===== src/rtl/rf_access_ctrl_if.sv =====
// rf_access_ctrl_if: command/response handshake bundle between a sequencer and rf_access_ctrl
interface rf_access_ctrl_if #(
   parameter int DATA_W = 8,
   parameter int ADDR_W = 32
);
   logic              cmd_valid;
   logic              cmd_ready;
   logic [1:0]        cmd_op;
   logic [ADDR_W-1:0] cmd_addr;
   logic [DATA_W-1:0] cmd_wdata;
   logic              rsp_valid;
   logic              rsp_ready;
   logic [DATA_W-1:0] rsp_rdata;
   logic              rsp_err;
   modport master (
      output cmd_valid, cmd_op, cmd_addr, cmd_wdata, rsp_ready,
      input  cmd_ready, rsp_valid, rsp_rdata, rsp_err
   );
   modport slave (
      input  cmd_valid, cmd_op, cmd_addr, cmd_wdata, rsp_ready,
      output cmd_ready, rsp_valid, rsp_rdata, rsp_err
   );
endinterface


===== src/rtl/rf_access_ctrl.sv =====
// rf_access_ctrl: sequences read/write/clear commands onto the register-file pins, one response per command
module rf_access_ctrl #(
   parameter int DATA_W   = 8,
   parameter int NUM_REGS = 4,
   parameter int ADDR_W   = 32
) (
   input  logic              clk,
   input  logic              reset,
   rf_access_ctrl_if.slave   bus,
   output logic [ADDR_W-1:0] R_Address,
   output logic [ADDR_W-1:0] W_Address,
   output logic              read_enable,
   output logic              write_enable,
   output logic [DATA_W-1:0] WriteData,
   input  logic [DATA_W-1:0] ReadData
);
   typedef enum logic [2:0] {IDLE, WR, RD, RD_CAP, CLR, RESP} state_t;
   localparam logic [ADDR_W-1:0] LAST = ADDR_W'(NUM_REGS - 1);
   state_t state;
   logic   bad;
   assign bad = bus.cmd_op == 2'b11 || (!bus.cmd_op[1] && bus.cmd_addr > LAST);
   // W_Address doubles as the clear counter while in CLR
   always_ff @(posedge clk) begin
      if (reset) begin
         state         <= IDLE;
         bus.cmd_ready <= 1'b0;
         bus.rsp_valid <= 1'b0;
         bus.rsp_rdata <= '0;
         bus.rsp_err   <= 1'b0;
         R_Address     <= '0;
         W_Address     <= '0;
         read_enable   <= 1'b0;
         write_enable  <= 1'b0;
         WriteData     <= '0;
      end else begin
         case (state)
            IDLE: if (bus.cmd_valid && bus.cmd_ready) begin
               bus.cmd_ready <= 1'b0;
               if (bad) begin
                  state         <= RESP;
                  bus.rsp_valid <= 1'b1;
                  bus.rsp_err   <= 1'b1;
                  bus.rsp_rdata <= '0;
               end else if (bus.cmd_op == 2'b00) begin
                  state       <= RD;
                  read_enable <= 1'b1;
                  R_Address   <= bus.cmd_addr;
               end else if (bus.cmd_op == 2'b01) begin
                  state        <= WR;
                  write_enable <= 1'b1;
                  W_Address    <= bus.cmd_addr;
                  WriteData    <= bus.cmd_wdata;
               end else begin
                  state        <= CLR;
                  write_enable <= 1'b1;
                  W_Address    <= '0;
                  WriteData    <= '0;
               end
            end else begin
               bus.cmd_ready <= 1'b1;
            end
            WR: begin
               state         <= RESP;
               write_enable  <= 1'b0;
               W_Address     <= '0;
               WriteData     <= '0;
               bus.rsp_valid <= 1'b1;
            end
            RD: state <= RD_CAP;
            RD_CAP: begin
               state         <= RESP;
               read_enable   <= 1'b0;
               R_Address     <= '0;
               bus.rsp_rdata <= ReadData;
               bus.rsp_valid <= 1'b1;
            end
            CLR: if (W_Address == LAST) begin
               state         <= RESP;
               write_enable  <= 1'b0;
               W_Address     <= '0;
               bus.rsp_valid <= 1'b1;
            end else begin
               W_Address <= W_Address + 1'b1;
            end
            RESP: if (bus.rsp_ready) begin
               state         <= IDLE;
               bus.rsp_valid <= 1'b0;
               bus.rsp_err   <= 1'b0;
               bus.rsp_rdata <= '0;
               bus.cmd_ready <= 1'b1;
            end
            default: state <= IDLE;
         endcase
      end
   end
endmodule

===== src/flat_wrapper.sv =====
// flat-port wrapper written by rule: the top's interface ports become plain ports
module rf_access_ctrl_flat 
#(
   parameter int DATA_W   = 8,
   parameter int NUM_REGS = 4,
   parameter int ADDR_W   = 32
)
  (clk, reset, R_Address, W_Address, read_enable, write_enable, WriteData, ReadData, bus_cmd_valid, bus_cmd_op, bus_cmd_addr, bus_cmd_wdata, bus_rsp_ready, bus_cmd_ready, bus_rsp_valid, bus_rsp_rdata, bus_rsp_err);
  rf_access_ctrl_if #(.DATA_W(DATA_W), .ADDR_W(ADDR_W)) bus_i ();
  input  logic clk;
  input  logic reset;
  output logic [ADDR_W-1:0] R_Address;
  output logic [ADDR_W-1:0] W_Address;
  output logic read_enable;
  output logic write_enable;
  output logic [DATA_W-1:0] WriteData;
  input  logic [DATA_W-1:0] ReadData;
  input wire logic [$bits(bus_i.cmd_valid)-1:0] bus_cmd_valid;
  input wire logic [$bits(bus_i.cmd_op)-1:0] bus_cmd_op;
  input wire logic [$bits(bus_i.cmd_addr)-1:0] bus_cmd_addr;
  input wire logic [$bits(bus_i.cmd_wdata)-1:0] bus_cmd_wdata;
  input wire logic [$bits(bus_i.rsp_ready)-1:0] bus_rsp_ready;
  output wire logic [$bits(bus_i.cmd_ready)-1:0] bus_cmd_ready;
  output wire logic [$bits(bus_i.rsp_valid)-1:0] bus_rsp_valid;
  output wire logic [$bits(bus_i.rsp_rdata)-1:0] bus_rsp_rdata;
  output wire logic [$bits(bus_i.rsp_err)-1:0] bus_rsp_err;
  assign bus_i.cmd_valid = bus_cmd_valid;
  assign bus_i.cmd_op = bus_cmd_op;
  assign bus_i.cmd_addr = bus_cmd_addr;
  assign bus_i.cmd_wdata = bus_cmd_wdata;
  assign bus_i.rsp_ready = bus_rsp_ready;
  assign bus_cmd_ready = bus_i.cmd_ready;
  assign bus_rsp_valid = bus_i.rsp_valid;
  assign bus_rsp_rdata = bus_i.rsp_rdata;
  assign bus_rsp_err = bus_i.rsp_err;
  rf_access_ctrl #(.DATA_W(DATA_W), .NUM_REGS(NUM_REGS), .ADDR_W(ADDR_W)) u_core (.clk(clk), .reset(reset), .bus(bus_i), .R_Address(R_Address), .W_Address(W_Address), .read_enable(read_enable), .write_enable(write_enable), .WriteData(WriteData), .ReadData(ReadData));
endmodule

===== config.mk =====
export PLATFORM = sky130hd
export DESIGN_NAME = rf_access_ctrl_flat
export DESIGN_NICKNAME = d
export VERILOG_FILES = /design/src/rtl/rf_access_ctrl_if.sv /design/src/rtl/rf_access_ctrl.sv /design/src/flat_wrapper.sv
export SDC_FILE = /design/constraint.sdc
export NUM_CORES = 1
export LEC_CHECK = 0
export BUFFER_PORTS_ARGS = -buffer_cell sky130_fd_sc_hd__buf_2
export CAP_MARGIN = 20
export CELL_PAD_IN_SITES_DETAIL_PLACEMENT = 0
export CELL_PAD_IN_SITES_GLOBAL_PLACEMENT = 1
export CORE_ASPECT_RATIO = 1.4
export CORE_MARGIN = 8
export CORE_UTILIZATION = 31
export DETAILED_ROUTE_END_ITERATION = 10
export GPL_TIMING_DRIVEN = 0
export PLACE_DENSITY_LB_ADDON = 0.1
export SLEW_MARGIN = 20
export SYNTH_ARGS = -nofsm -noshare
export SYNTH_HDL_FRONTEND = slang
export SYNTH_SLANG_ARGS = --single-unit

===== constraint.sdc =====
create_clock -name clk -period 5.65 [get_ports clk]
set_input_delay 0.2825 -clock clk [delete_from_list [all_inputs] [get_ports clk]]
set_output_delay 0.2825 -clock clk [all_outputs]
set_load 0.05 [all_outputs]

# After elaboration in Yosys (flattened, before gate mapping)

Index checks and enable logic that the tools add are counted.

Latch bits: 0
Input port bits: 54
Register bits after elaboration: 88
Memories: 0
ROM bits: 0
Memory bits (writable): 0

Eq/ne operators: 15
Bitwise operators: 0
Add/sub/neg operators: 1
Shift-type cells: 0
Multiplexer cells: 44
Multipliers: 0
Reduce and logical (&&, ||, !) cells: 22
Magnitude comparators: 1
Divide/modulo/power cells: 0

Operators with widths:

| operator                                                                          | count |
|---|---|
| 32-bit two-way mux                                                                | 8 |
| 32-bit one-hot mux with 3 select lines                                            | 1 |
| 32-bit one-hot mux with 2 select lines                                            | 1 |
| 8-bit two-way mux                                                                 | 7 |
| 32-bit by 1-bit adder with 32-bit output (second input constant)                  | 1 |
| 32-bit by 2-bit == test with 1-bit output (second input constant)                 | 1 |
| 32-bit by 2-bit greater-than comparator with 1-bit output (second input constant) | 1 |
| 8-bit one-hot mux with 3 select lines                                             | 1 |
| 4-bit AND reduction                                                               | 5 |
| 3-bit two-way mux                                                                 | 6 |
| 8-bit one-hot mux with 2 select lines                                             | 1 |
| 3-bit one-hot mux with 5 select lines                                             | 1 |
| 1-bit two-way mux                                                                 | 13 |
| 5-bit AND reduction                                                               | 2 |
| 2-bit by 1-bit != test with 1-bit output (second input constant)                  | 4 |
| 3-bit by 2-bit == test with 1-bit output (second input constant)                  | 2 |
| 3-bit == test (second input constant)                                             | 2 |
| 2-bit != test (second input constant)                                             | 3 |
| 1-bit one-hot mux with 2 select lines                                             | 3 |
| 2-bit nonzero test                                                                | 3 |
| 3-bit nonzero test                                                                | 2 |
| 1-bit one-hot mux with 4 select lines                                             | 1 |
| 4-bit nonzero test                                                                | 1 |
| 3-bit by 1-bit == test with 1-bit output (second input constant)                  | 1 |
| other kinds (11)                                                                  | 12 |

# Longest topological paths before layout

Gate-level depths: netlist of the first run.

Word-level depth: 6
Gate-level depth with buffers: 7
Mapped depth without buffers: 6

# Least setup slack after synthesis of the first run

Ideal clock, no wire load.

Kind: reg2reg
Start: reg u_core.W_Address[0]
End: reg u_core.W_Address[16]
Stages on the path, launching flop included: 8
Required time: 5.583 ns
Arrival time: 2.290 ns
Setup slack: 3.293 ns
Clock period less this slack: 2.357 ns
Path through: dfxtp_1 ha_1 nand2_1 or4_1 clkbuf_2 or4_1 a21o_1 a21oi_2

Word-level cells in the longest chain between the ends: 3
Elaborated cells on any way between the ends: 4

RTL lines:

| item                                                                                                  | RTL line                                   | text |
|---|---|---|
| start, declared                                                                                       | rf_access_ctrl.sv:11                       | `output logic [ADDR_W-1:0] W_Address,` |
| start signal, assigned                                                                                | rf_access_ctrl.sv:51                       | `W_Address <= bus.cmd_addr;` |
| start signal, assigned                                                                                | rf_access_ctrl.sv:83                       | `W_Address <= W_Address + 1'b1;` |
| 32-bit by 1-bit adder with 32-bit output or 32-bit by 2-bit == test with 1-bit output (tied branches) | rf_access_ctrl.sv:83, rf_access_ctrl.sv:77 |  |
| 32-bit two-way mux *                                                                                  | rf_access_ctrl.sv:77                       | `CLR: if (W_Address == LAST) begin` |
| 32-bit one-hot mux with 3 select lines *                                                              | rf_access_ctrl.sv:36                       | `case (state)` |

Mark *: on every way between the ends. The rest lies on a longest branch, timed or not.
A chain may end at the register's enable or synchronous reset.

# Worst setup path in the final report of the first run

Start: reg u_core.bus.cmd_ready
End: reg u_core.W_Address[24]

Word-level cells in the longest chain between the ends: 3

RTL lines:

| item                                                      | RTL line                | text |
|---|---|---|
| start, declared                                           | rf_access_ctrl_if.sv:21 | `output cmd_ready, rsp_valid, rsp_rdata, rsp_err` |
| start signal, assigned                                    | rf_access_ctrl.sv:26    | `bus.cmd_ready <= 1'b0;` |
| start signal, assigned                                    | rf_access_ctrl.sv:38    | `bus.cmd_ready <= 1'b0;` |
| start signal, assigned                                    | rf_access_ctrl.sv:60    | `bus.cmd_ready <= 1'b1;` |
| 1-bit logical AND                                         | rf_access_ctrl.sv:37    | `IDLE: if (bus.cmd_valid && bus.cmd_ready) begin` |
| 2-bit by 1-bit != test with 1-bit output (no source line) | -                       |  |
| 4-bit AND reduction (no source line)                      | -                       |  |

Every way passes these cells.

==> metrics.md, run 1 <==
| Metric | Value |
|---|---|
| Die height | 150 um |
| CP max stage cell | nor2_1 |
| Final instance area | 5200 um2 |
| Worst Max-Slew Pin Slew | 833 ps |
| Largest net degree at the start of global routing | 17 |
| Grt ovf | 0 |
| Buf+Inv Stages, Crit Path | 1 |
| Syn-to-layout area delta | 30.7% |
| CP required | 5850 ps |
| Reg-to-Reg Start | u_core.bus.cmd_ready$_SDFFE_PP0P_ |
| DRT iter0 DRCs | 232 |
| Post-Syn Area | 3980 um2 |
| Net Sw Power | 0.687 mW |
| Worst-skew pair later-pin latency | 340 ps |
| Pwr Density | 359 nW/um2 |
| Register Area | 1760 um2 |
| Worst path most repeated cell | o21ai_0 |
| CP Class | reg2reg |
| Syn Inst Count | 468 |
| Register area share after synthesis | 0.442 |
| Part of the cycle the worst path needs | 0.470 |
| Initial antenna violation count | 0 |
| Post-synth top cells | dfxtp_1 (88), a21oi_1 (39), o21ai_0 (39) |
| Yosys warns | 0 |
| Setup TNS | 0 ps |
| FF-to-FF End | u_core.W_Address[24]$_SDFFE_PP0P_ |
| GP Congestion | 0.841 |
| Worst-path clk slew | 70 ps |
| Antenna-violating nets left | 0 |
| CTS Hold Bufs | 0 |
| Post-Synthesis Mean Instance Area | 8.51 um2 |
| Fin. max-slew vios | 0 |
| WL per Instance | 18.3 um |
| Rel. slew slack | 0.441 |
| Synth unique cells | 50 |
| Fmax | 377 MHz |
| Most common cell in the netlist | dfxtp_1 |
| CTS tree | done |
| Core ar. | 12700 um2 |
| Worst-case clock buffer depth | 2 |
| Post_cts resized | 0 |
| Critical Path End Type | flop |
| Flop pwr share | 0.361 |
| Hold_sp | bus_cmd_wdata[1] |
| Clk root buf | clkbuf_16 |
| Flop2flop setup slack | 2990 ps |
| Final #Nets | 672 |
| Net Sw Frac | 0.368 |
| Worst clock skew | 7.91 ps |
| # clock sinks | 88 |
| Pre-antenna DRT Iters | 5 |
| Post-synth top area share | 0.442 |
| Cells on worst reg2reg path | 6 |
| Top cells by area, synth | dfxtp_1 (44%), a311oi_1 (5.5%), and2_1 (5.3%) |
| Layout cells sized above 1 | 0.277 |
| WP data arrival | 2860 ps |
| Pleak | 2.09 nW |
| Vias in the first global route | 4104 |
| # DRC | 0 |
| GRT Overall Usage | 0.166 |
| CTS buffer count | 9 |
| Global-route wire length before repair | 22300 um |
| Post-synth net total | 523 |
| Family with the most delay on the worst path | compound AO/OA/AOI/OAI gates |
| Drt via density | 5.44 |
| Crit path cell chain | nand2_1 > o21ai_0 > o21ai_0 > nor2_1 > buf_2 > a311oi_1 |
| Crit-path max FO | 10 |
| Worst setup path startpoint | u_core.bus.cmd_ready$_SDFFE_PP0P_ |
| Fill count | 1337 |
| EDFF count, synth | 0 |
| Synth Register Bits | 88 |
| CP startpoint kind | flop |
| Peak VDD IR | 129 uV |
| Final hold violation count | 0 |
| Ys async rst share | 0 |
| ANT cells | 0 |
| Worst Hold Endpoint | u_core.WriteData[1]$_SDFFE_PP0P_ |
| Status | finished, final reports clean |
| # rows | 49 |
| Via count | 4219 |
| Initial Util | 0.314 |
| Post-Route WL | 14200 um |
| Area of the multi-input gates | 2060 um2 |
| Port buffer count | 138 |
| Critical path's largest stage delay | 690 ps |
| Power Internal | 1.18 mW |
| Max-cap violations | 0 |
| Area leader, netlist | dfxtp_1 |
| Die area | 16800 um2 |
| Top_reg_cell synth | dfxtp_1 |
| Placed Instance Area | 4880 um2 |
| Die width | 112 um |
| Combinational group share of total power | 0.288 |
| Detailed placement HPWL | 11000 um |
| Fin crit period | 2660 ps |
| Hold WC Path Type | in2reg |
| Number of setup buffers added after CTS | 0 |
| RSZ-0062 raised after global routing | false |
| Setup violators final | 0 |
| Ports | 139 |
| Clock share of power | 0.352 |
| Depth of the worst hold-timing path | 3 |
| Htree depth | 3 |
-- stage by stage --
| step | utilization | instances | hold slack (ps) | power, mW | setup WS [ps] |
|---|---|---|---|---|---|
| floorplan | - | 468 | 437 | 1.04 | 3290 |
| global placement | 0.383 | 759 | 437 | 1.22 | 3050 |
| detailed placement | 0.384 | 759 | 438 | 1.22 | 3040 |
| CTS | 0.410 | 775 | 188 | 1.89 | 3030 |
| global route | 0.410 | 775 | 196 | 1.97 | 2840 |
| finish | 0.410 | 775 | 197 | 1.87 | 2990 |
-- layout make-up --
cell class / count / area share
Buffer: 33 / 0.0252
Clock buffer: 9 / 0.0433
Clock inverter: 7 / 0.0197
Inverter: 10 / 0.00721
Multi-Input combinational cell: 337 / 0.396
Sequential cell: 88 / 0.339
Tap cell: 153 / 0.0368
Timing Repair Buffer: 138 / 0.133
-- worst max-delay path by stage --
stage,endpoint,slack (ps),cells after the start
after global routing,u_core.W_Address[26]$_SDFFE_PP0P_,2840,6
after floorplan,u_core.W_Address[16]$_SDFFE_PP0P_,3290,7
after CTS,u_core.W_Address[24]$_SDFFE_PP0P_,3030,6
after detailed placement,u_core.W_Address[24]$_SDFFE_PP0P_,3040,6
after global placement,u_core.W_Address[27]$_SDFFE_PP0P_,3050,6
final,u_core.W_Address[24]$_SDFFE_PP0P_,2990,6
-- sequential cells by signal, summed over array words and instances (netlist names) --
signal	count
u_core.bus.rsp_valid	1
u_core.WriteData	8
u_core.write_enable	1
u_core.bus.rsp_rdata	8
u_core.read_enable	1
u_core.W_Address	32
u_core.bus.rsp_err	1
u_core.state	3
u_core.R_Address	32
u_core.bus.cmd_ready	1
-- cells in the final DEF (no fill, tap or decap), types with 3 or more instances in the layout --
cell and instances:
buf_2 142, dfxtp_1 88, a21oi_1 39, o21ai_0 39
and2_1 34, nand2_1 32, a311oi_1 25, clkbuf_1 24
nand3_1 21, nor4_1 17, nor2_1 15, nand4_1 15
inv_1 10, nor3_1 10, clkbuf_16 9, a31oi_1 8
and4_1 7, and3_1 7, or3_1 6, a41oi_1 6
a211oi_1 6, a21o_1 5, or4_1 5, nand2b_1 4
o31a_1 3, buf_1 3, o32ai_1 3
-- power groups by stage --
stage                     Combinational [mW]  Clock (mW)  Sequential (mW)
final                                  0.538       0.657            0.674
after global routing                   0.588       0.700            0.678
after CTS                              0.537       0.674            0.674
after detailed placement               0.535           0            0.689
after global placement                 0.532           0            0.688
after floorplan                        0.286           0            0.754
-- worst reg2reg max path, cell delays in order, from the launching register on --
cell and delay (ps):
dfxtp_1 360, nand2_1 180, o21ai_0 450, o21ai_0 330
nor2_1 690, buf_2 380, a311oi_1 140
-- metal layers --
layer / share of wire / GRT usage / vias to the layer above / wire [um]
li1: - / - / 2079 / -
met2: 0.51 / 0.302 / 152 / 7210
met4: 0.011 / 0.0570 / 0 / 158
met1: 0.41 / 0.184 / 1980 / 5870
met3: 0.069 / 0.0413 / 8 / 974
met5: 0 / 0 / - / 0
-- logic make-up (layout without fill, tap and decap cells) --
| kind of cell | count (synthesis) | count (layout) | synth area share |
|---|---|---|---|
| compound gates | 151 | 151 | 0.250 |
| xor+xnor | 1 | 1 | 0.00220 |
| fa+ha+maj | 1 | 1 | 0.00314 |
| buf+inv | 43 | 197 | 0.0424 |
| flops | 88 | 88 | 0.442 |
| mux | 2 | 2 | 0.00503 |
| simple gates | 182 | 182 | 0.255 |
Note: power is estimated with default switching activity, not from simulation.
==> run 2, diff against run 1 <==
==> constraint.sdc (replaced) <==
create_clock -name clk -period 2.5 [get_ports clk]
set_input_delay 0.125 -clock clk [delete_from_list [all_inputs] [get_ports clk]]
set_output_delay 0.125 -clock clk [all_outputs]
set_load 0.05 [all_outputs]
==> run 2 against run 1 <==
Sequential cell count stayed put. Count of clock-buffer cells in the layout stayed put. Hold slack worse by 160 ps. Sequential power is 130% higher.
==> metrics.md, run 2 (synthesis results as in run 1) <==
| Metric | Value |
|---|---|
| Drt via density | 5.47 |
| CP max stage cell | clkbuf_1 |
| Initial Util | 0.314 |
| Worst path most repeated cell | clkbuf_1 |
| Layout cells sized above 1 | 0.285 |
| Setup violators final | 0 |
| Fin. max-slew vios | 0 |
| WP data arrival | 2550 ps |
| Worst clock skew | 8.28 ps |
| Pleak | 2.10 nW |
| Family with the most delay on the worst path | compound AO/OA/AOI/OAI gates |
| Core ar. | 12700 um2 |
| CTS Hold Bufs | 0 |
| Rel. slew slack | 0.443 |
| Worst Max-Slew Pin Slew | 831 ps |
| Worst-case clock buffer depth | 2 |
| Max-cap violations | 0 |
| Final hold violation count | 0 |
| Die height | 150 um |
| Clock share of power | 0.350 |
| # rows | 49 |
| Clk root buf | clkbuf_16 |
| CTS buffer count | 9 |
| Die width | 112 um |
| Placed Instance Area | 4880 um2 |
| Crit-path max FO | 10 |
| # DRC | 0 |
| CP startpoint kind | flop |
| Vias in the first global route | 4107 |
| # clock sinks | 88 |
| Net Sw Power | 1.57 mW |
| CTS tree | done |
| Post-route total power | 4.25 mW |
| Worst-path clk slew | 70 ps |
| Worst-skew pair later-pin latency | 340 ps |
| Via count | 4243 |
| GRT Overall Usage | 0.166 |
| Power Internal | 2.68 mW |
| Global-route wire length before repair | 22300 um |
| Critical Path End Type | flop |
| ANT cells | 0 |
| Pwr Density | 813 nW/um2 |
| Ports | 139 |
| Net Sw Frac | 0.369 |
| Final instance area | 5230 um2 |
| Commonest cells after routing, fill and taps aside | buf_2 (142), dfxtp_1 (88), a21oi_1 (38), o21ai_0 (38), and2_1 (34) |
| Combinational group share of total power | 0.291 |
| Port buffer count | 138 |
| Initial antenna violation count | 0 |
| Number of setup buffers added after CTS | 0 |
| Status | finished, final reports clean |
| Post-Route WL | 14300 um |
| Syn-to-layout area delta | 31.2% |
| Fin Hold WS | 38.7 ps |
| Htree depth | 3 |
| Detailed placement HPWL | 11000 um |
| CP required | 2770 ps |
| Fin crit period | 2280 ps |
| Largest net degree at the start of global routing | 17 |
| CP Class | reg2reg |
| Part of the cycle the worst path needs | 0.910 |
| Die area | 16800 um2 |
| DRT iter0 DRCs | 226 |
| Critical path's largest stage delay | 460 ps |
| Antenna-violating nets left | 0 |
| WL per Instance | 18.4 um |
| Fmax | 439 MHz |
| Grt ovf | 0 |
| GP Congestion | 0.841 |
| Final #Nets | 672 |
| Biggest regs | u_core.R_Address x32, u_core.W_Address x32 |
| Most common cell after layout, fill and taps aside | buf_2 |
| Fill count | 1339 |
| Peak VDD IR | 292 uV |
| RSZ-0062 raised after global routing | true |
| Hold WC Path Type | in2reg |
| Pre-antenna DRT Iters | 5 |
| Buf+Inv Stages, Crit Path | 2 |
| Flop pwr share | 0.359 |
| Crit path cell chain | clkbuf_1 > nor3_2 > nand2b_1 > a21oi_1 > clkbuf_1 > o21ai_0 > a21oi_2 |
run 2: cell count changes in the layout (fill, tap and decap cells not counted), sizes merged:
| cell | previous run | this run |
|---|---|---|
| buf | 145 | 146 |
| clkbuf | 35 | 34 |
run 2: metrics by stage:
| step | utilization | setup slack [ps] | TNS, ps | std cells |
|---|---|---|---|---|
| floorplan | - | 143 | 0 | 468 |
| global placement | 0.383 | -98.2 | -1050 | 759 |
| detailed placement | 0.384 | -110 | -845 | 759 |
| CTS | 0.410 | 99.3 | 0 | 775 |
| global route | 0.412 | -36.5 | -69.3 | 775 |
| finish | 0.412 | 224 | 0 | 775 |
run 2: layout make-up:
cell class	count	area, um2	share of cell area
buffer	33	136	0.0261
clock buffer	9	225	0.0431
clock inverter	7	103	0.0196
inverter	10	37.5	0.00718
multi-input combinational	337	2080	0.398
sequential	88	1760	0.337
tap	153	191	0.0366
timing repair buffer	138	691	0.132
run 2: timing repair:
action                     4_1_cts  5_1_grt
pin swaps                        0        0
setup endpoints to repair       12       24
resized for setup                2        9
hold endpoints to repair         0        0
run 2: worst paths after layout:
path	depth (start not counted)	to	from	slack, ps
worst max-delay path	7	u_core.W_Address[16]$_SDFFE_PP0P_	u_core.state[1]$_SDFFE_PP0P_	220
worst min-delay path	3	u_core.WriteData[1]$_SDFFE_PP0P_	bus_cmd_wdata[1]	40
worst max register to register	7	u_core.W_Address[16]$_SDFFE_PP0P_	u_core.state[1]$_SDFFE_PP0P_	220
worst min register to register	1	u_core.R_Address[28]$_SDFFE_PP0P_	u_core.R_Address[28]$_SDFFE_PP0P_	450
run 2: worst min-delay path, cell delays in order:
cell,delay (ps)
buf_2,100
nand4_1,60
a21oi_1,60
run 2: per-layer routing:
layer | track usage | vias up | share of wire
met4 | 0.0563 | 0 | 0.012
met3 | 0.0413 | 12 | 0.077
li1 | - | 2074 | -
met5 | 0 | - | 0
met2 | 0.303 | 187 | 0.51
met1 | 0.184 | 1970 | 0.40
run 2: power groups by stage:
stage               clock network, mW  registers [mW]  logic (mW)
floorplan                           0            1.70       0.647
global placement                    0            1.56        1.20
detailed placement                  0            1.56        1.21
CTS                              1.52            1.52        1.22
global route                     1.58            1.53        1.35
finish                           1.49            1.52        1.24
==> run 3, diff against run 2 <==
--- a/config.mk
+++ b/config.mk
@@ -5,7 +5,7 @@
 export SDC_FILE = /design/constraint.sdc
 export NUM_CORES = 1
 export LEC_CHECK = 0
-export BUFFER_PORTS_ARGS = -buffer_cell sky130_fd_sc_hd__buf_2
+export BUFFER_PORTS_ARGS = -buffer_cell sky130_fd_sc_hd__buf_4
 export CAP_MARGIN = 20
 export CELL_PAD_IN_SITES_DETAIL_PLACEMENT = 0
 export CELL_PAD_IN_SITES_GLOBAL_PLACEMENT = 1
@@ -14,7 +14,7 @@
 export CORE_UTILIZATION = 31
 export DETAILED_ROUTE_END_ITERATION = 10
 export GPL_TIMING_DRIVEN = 0
-export PLACE_DENSITY_LB_ADDON = 0.1
+export PLACE_DENSITY = 0.78
 export SLEW_MARGIN = 20
 export SYNTH_ARGS = -nofsm -noshare
 export SYNTH_HDL_FRONTEND = slang
==> run 3 against run 2 <==
Final cell count unchanged. Hold slack gained 4.1 ps. Critical endpoint is now u_core.W_Address[20]$_SDFFE_PP0P_. Die area unchanged. Count of clock-buffer cells in the layout unchanged. Clock skew is 0.92 ps lower. Sequential cell count unchanged. Fmax decreased by 1.6%. Sequential share of layout area is 1.9 points lower. Clock power decreased by 9%. Wire length is 1.4% higher.
==> metrics.md, run 3 (synthesis results as in run 1) <==
| Metric | Value |
|---|---|
| GR met1 Demand/Resource | 0.186 |
| Family with the most delay on the worst path | simple AND/OR/NAND/NOR gates |
| Max-cap violations | 0 |
| Peak VDD IR | 342 uV |
| Worst-skew pair later-pin latency | 350 ps |
| Rel. slew slack | 0.427 |
| Clock share of power | 0.324 |
| Setup violators final | 0 |
| Part of the cycle the worst path needs | 0.925 |
| CTS Hold Bufs | 0 |
| Fill count | 1269 |
| DRT iter0 DRCs | 291 |
| Busiest grt layer | met2 |
| Final hold violation count | 0 |
| Status | finished, final reports clean |
| Die height | 150 um |
| GP Congestion | 0.890 |
| Worst Max-Slew Pin Slew | 854 ps |
| WP data arrival | 2580 ps |
| Setup TNS | 0 ps |
| Port buffer count | 138 |
| Post-Route WL | 14500 um |
| Antenna-violating nets left | 0 |
| Initial antenna violation count | 0 |
| Pwr Density | 755 nW/um2 |
| CP max stage cell | nor4_1 |
| Largest net degree at the start of global routing | 19 |
| Detailed placement HPWL | 11100 um |
| Layout cells sized above 1 | 0.289 |
| CP startpoint kind | flop |
| Crit path cell chain | clkbuf_1 > and4_1 > nand3_1 > nor4_1 > a41oi_1 > a311oi_1 |
| CP Class | reg2reg |
| Vias in the first global route | 4238 |
| Die width | 112 um |
| # rows | 49 |
| Net Sw Power | 1.62 mW |
| Fmax | 432 MHz |
| Combinational group share of total power | 0.309 |
| M2 GR Usage | 0.314 |
| Net Sw Frac | 0.388 |
| Via count | 4257 |
| Worst-path clk slew | 70 ps |
| Global-route wire length before repair | 23000 um |
| CTS tree | done |
| Core ar. | 12700 um2 |
| Die area | 16800 um2 |
| Area of the multi-input gates | 2080 um2 |
| Buf+Inv Stages, Crit Path | 1 |
| Ports | 139 |
| RSZ-0062 raised after global routing | false |
| Fin. max-slew vios | 0 |
| Final #Nets | 672 |
| GR met3 Demand/Resource | 0.0438 |
| Drt via density | 5.49 |
| Clk root buf | clkbuf_16 |
| Flop2flop setup slack | 190 ps |
| Pre-antenna DRT Iters | 4 |
| # DRC | 0 |
| CTS buffer count | 9 |
| Syn-to-layout area delta | 39.0% |
| # clock sinks | 88 |
| Flop pwr share | 0.367 |
| GRT Overall Usage | 0.171 |
| Register Area | 1760 um2 |
| Most common cell after layout, fill and taps aside | buf_4 |
| Post-route total power | 4.18 mW |
| Fin crit period | 2310 ps |
| WL per Instance | 18.6 um |
| Commonest cells after routing, fill and taps aside | buf_4 (138), dfxtp_1 (87), a21oi_1 (38), o21ai_0 (38), and2_1 (34) |
| Crit-path max FO | 8 |
| Biggest regs | u_core.R_Address x32, u_core.W_Address x32 |
| Grt ovf | 0 |
| Worst clock skew | 7.36 ps |
| Power Internal | 2.56 mW |
| Hold WC Path Type | in2reg |
| Worst-case clock buffer depth | 2 |
| CP required | 2760 ps |
| Initial Util | 0.314 |
| Critical Path End Type | flop |
| ANT cells | 0 |
| Pleak | 2.12 nW |
| Critical path's largest stage delay | 660 ps |
| Fin Hold WS | 42.8 ps |
| Htree depth | 3 |
## run 3: changes by cell type in the layout (fill, tap and decap cells not counted), sizes merged
cell / delta
buf: -1
bufinv: -2
clkbuf: +1
clkinv: -2
clkinvlp: +1
inv: +3
## run 3: timing repair
action	CTS	global route
pin swaps	0	0
hold endpoints to repair	0	0
setup buffers	0	0
resized for setup	3	13
endpoints found under the setup margin	16	26
## run 3: final timing paths
check,startpoint,endpoint,depth (start not counted)
hold / removal,bus_cmd_wdata[7],u_core.WriteData[7]$_SDFFE_PP0P_,3
setup reg to reg,u_core.W_Address[13]$_SDFFE_PP0P_,u_core.W_Address[20]$_SDFFE_PP0P_,6
setup / recovery,u_core.W_Address[13]$_SDFFE_PP0P_,u_core.W_Address[20]$_SDFFE_PP0P_,6
hold reg to reg,u_core.R_Address[14]$_SDFFE_PP0P_,u_core.R_Address[14]$_SDFFE_PP0P_,1
## run 3: metrics by stage
| stage | area, um2 | instances | util | worst slack (ps) |
|---|---|---|---|---|
| 2_1_floorplan | 3980 | 468 | - | 143 |
| 3_3_place_gp | 5210 | 759 | 0.411 | -54.6 |
| 3_5_place_dp | 5220 | 759 | 0.411 | -128 |
| 4_1_cts | 5520 | 775 | 0.435 | 76.8 |
| 5_1_grt | 5540 | 775 | 0.436 | 8.85 |
| 6_report | 5540 | 775 | 0.436 | 188 |
## run 3: cell type report
class / instances / share of cell area
sequential: 88 / 0.318
buffer: 33 / 0.0251
tap: 153 / 0.0346
clock inverter: 7 / 0.0122
inverter: 10 / 0.00678
multi-input combinational: 337 / 0.375
timing repair buffer: 138 / 0.187
clock buffer: 9 / 0.0407
## run 3: worst reg2reg max path, stage by stage, from the launching register on
cell and delay, ps:
dfxtp_1 330, clkbuf_1 300, and4_1 340, nand3_1 150
nor4_1 660, a41oi_1 200, a311oi_1 250
## run 3: metal layers
layer,vias to the layer above,wire length (um)
li1,2082,-
met1,2005,5720
met2,155,7540
met3,15,981
met4,0,211
met5,-,0
## run 3: power by group through the flow
stage               sequential [mW]  combinational [mW]  clock [mW]
floorplan                      1.70               0.647           0
global placement               1.56                1.23           0
detailed placement             1.56                1.25           0
CTS                            1.53                1.26        1.38
global route                   1.54                1.40        1.44
finish                         1.53                1.29        1.35
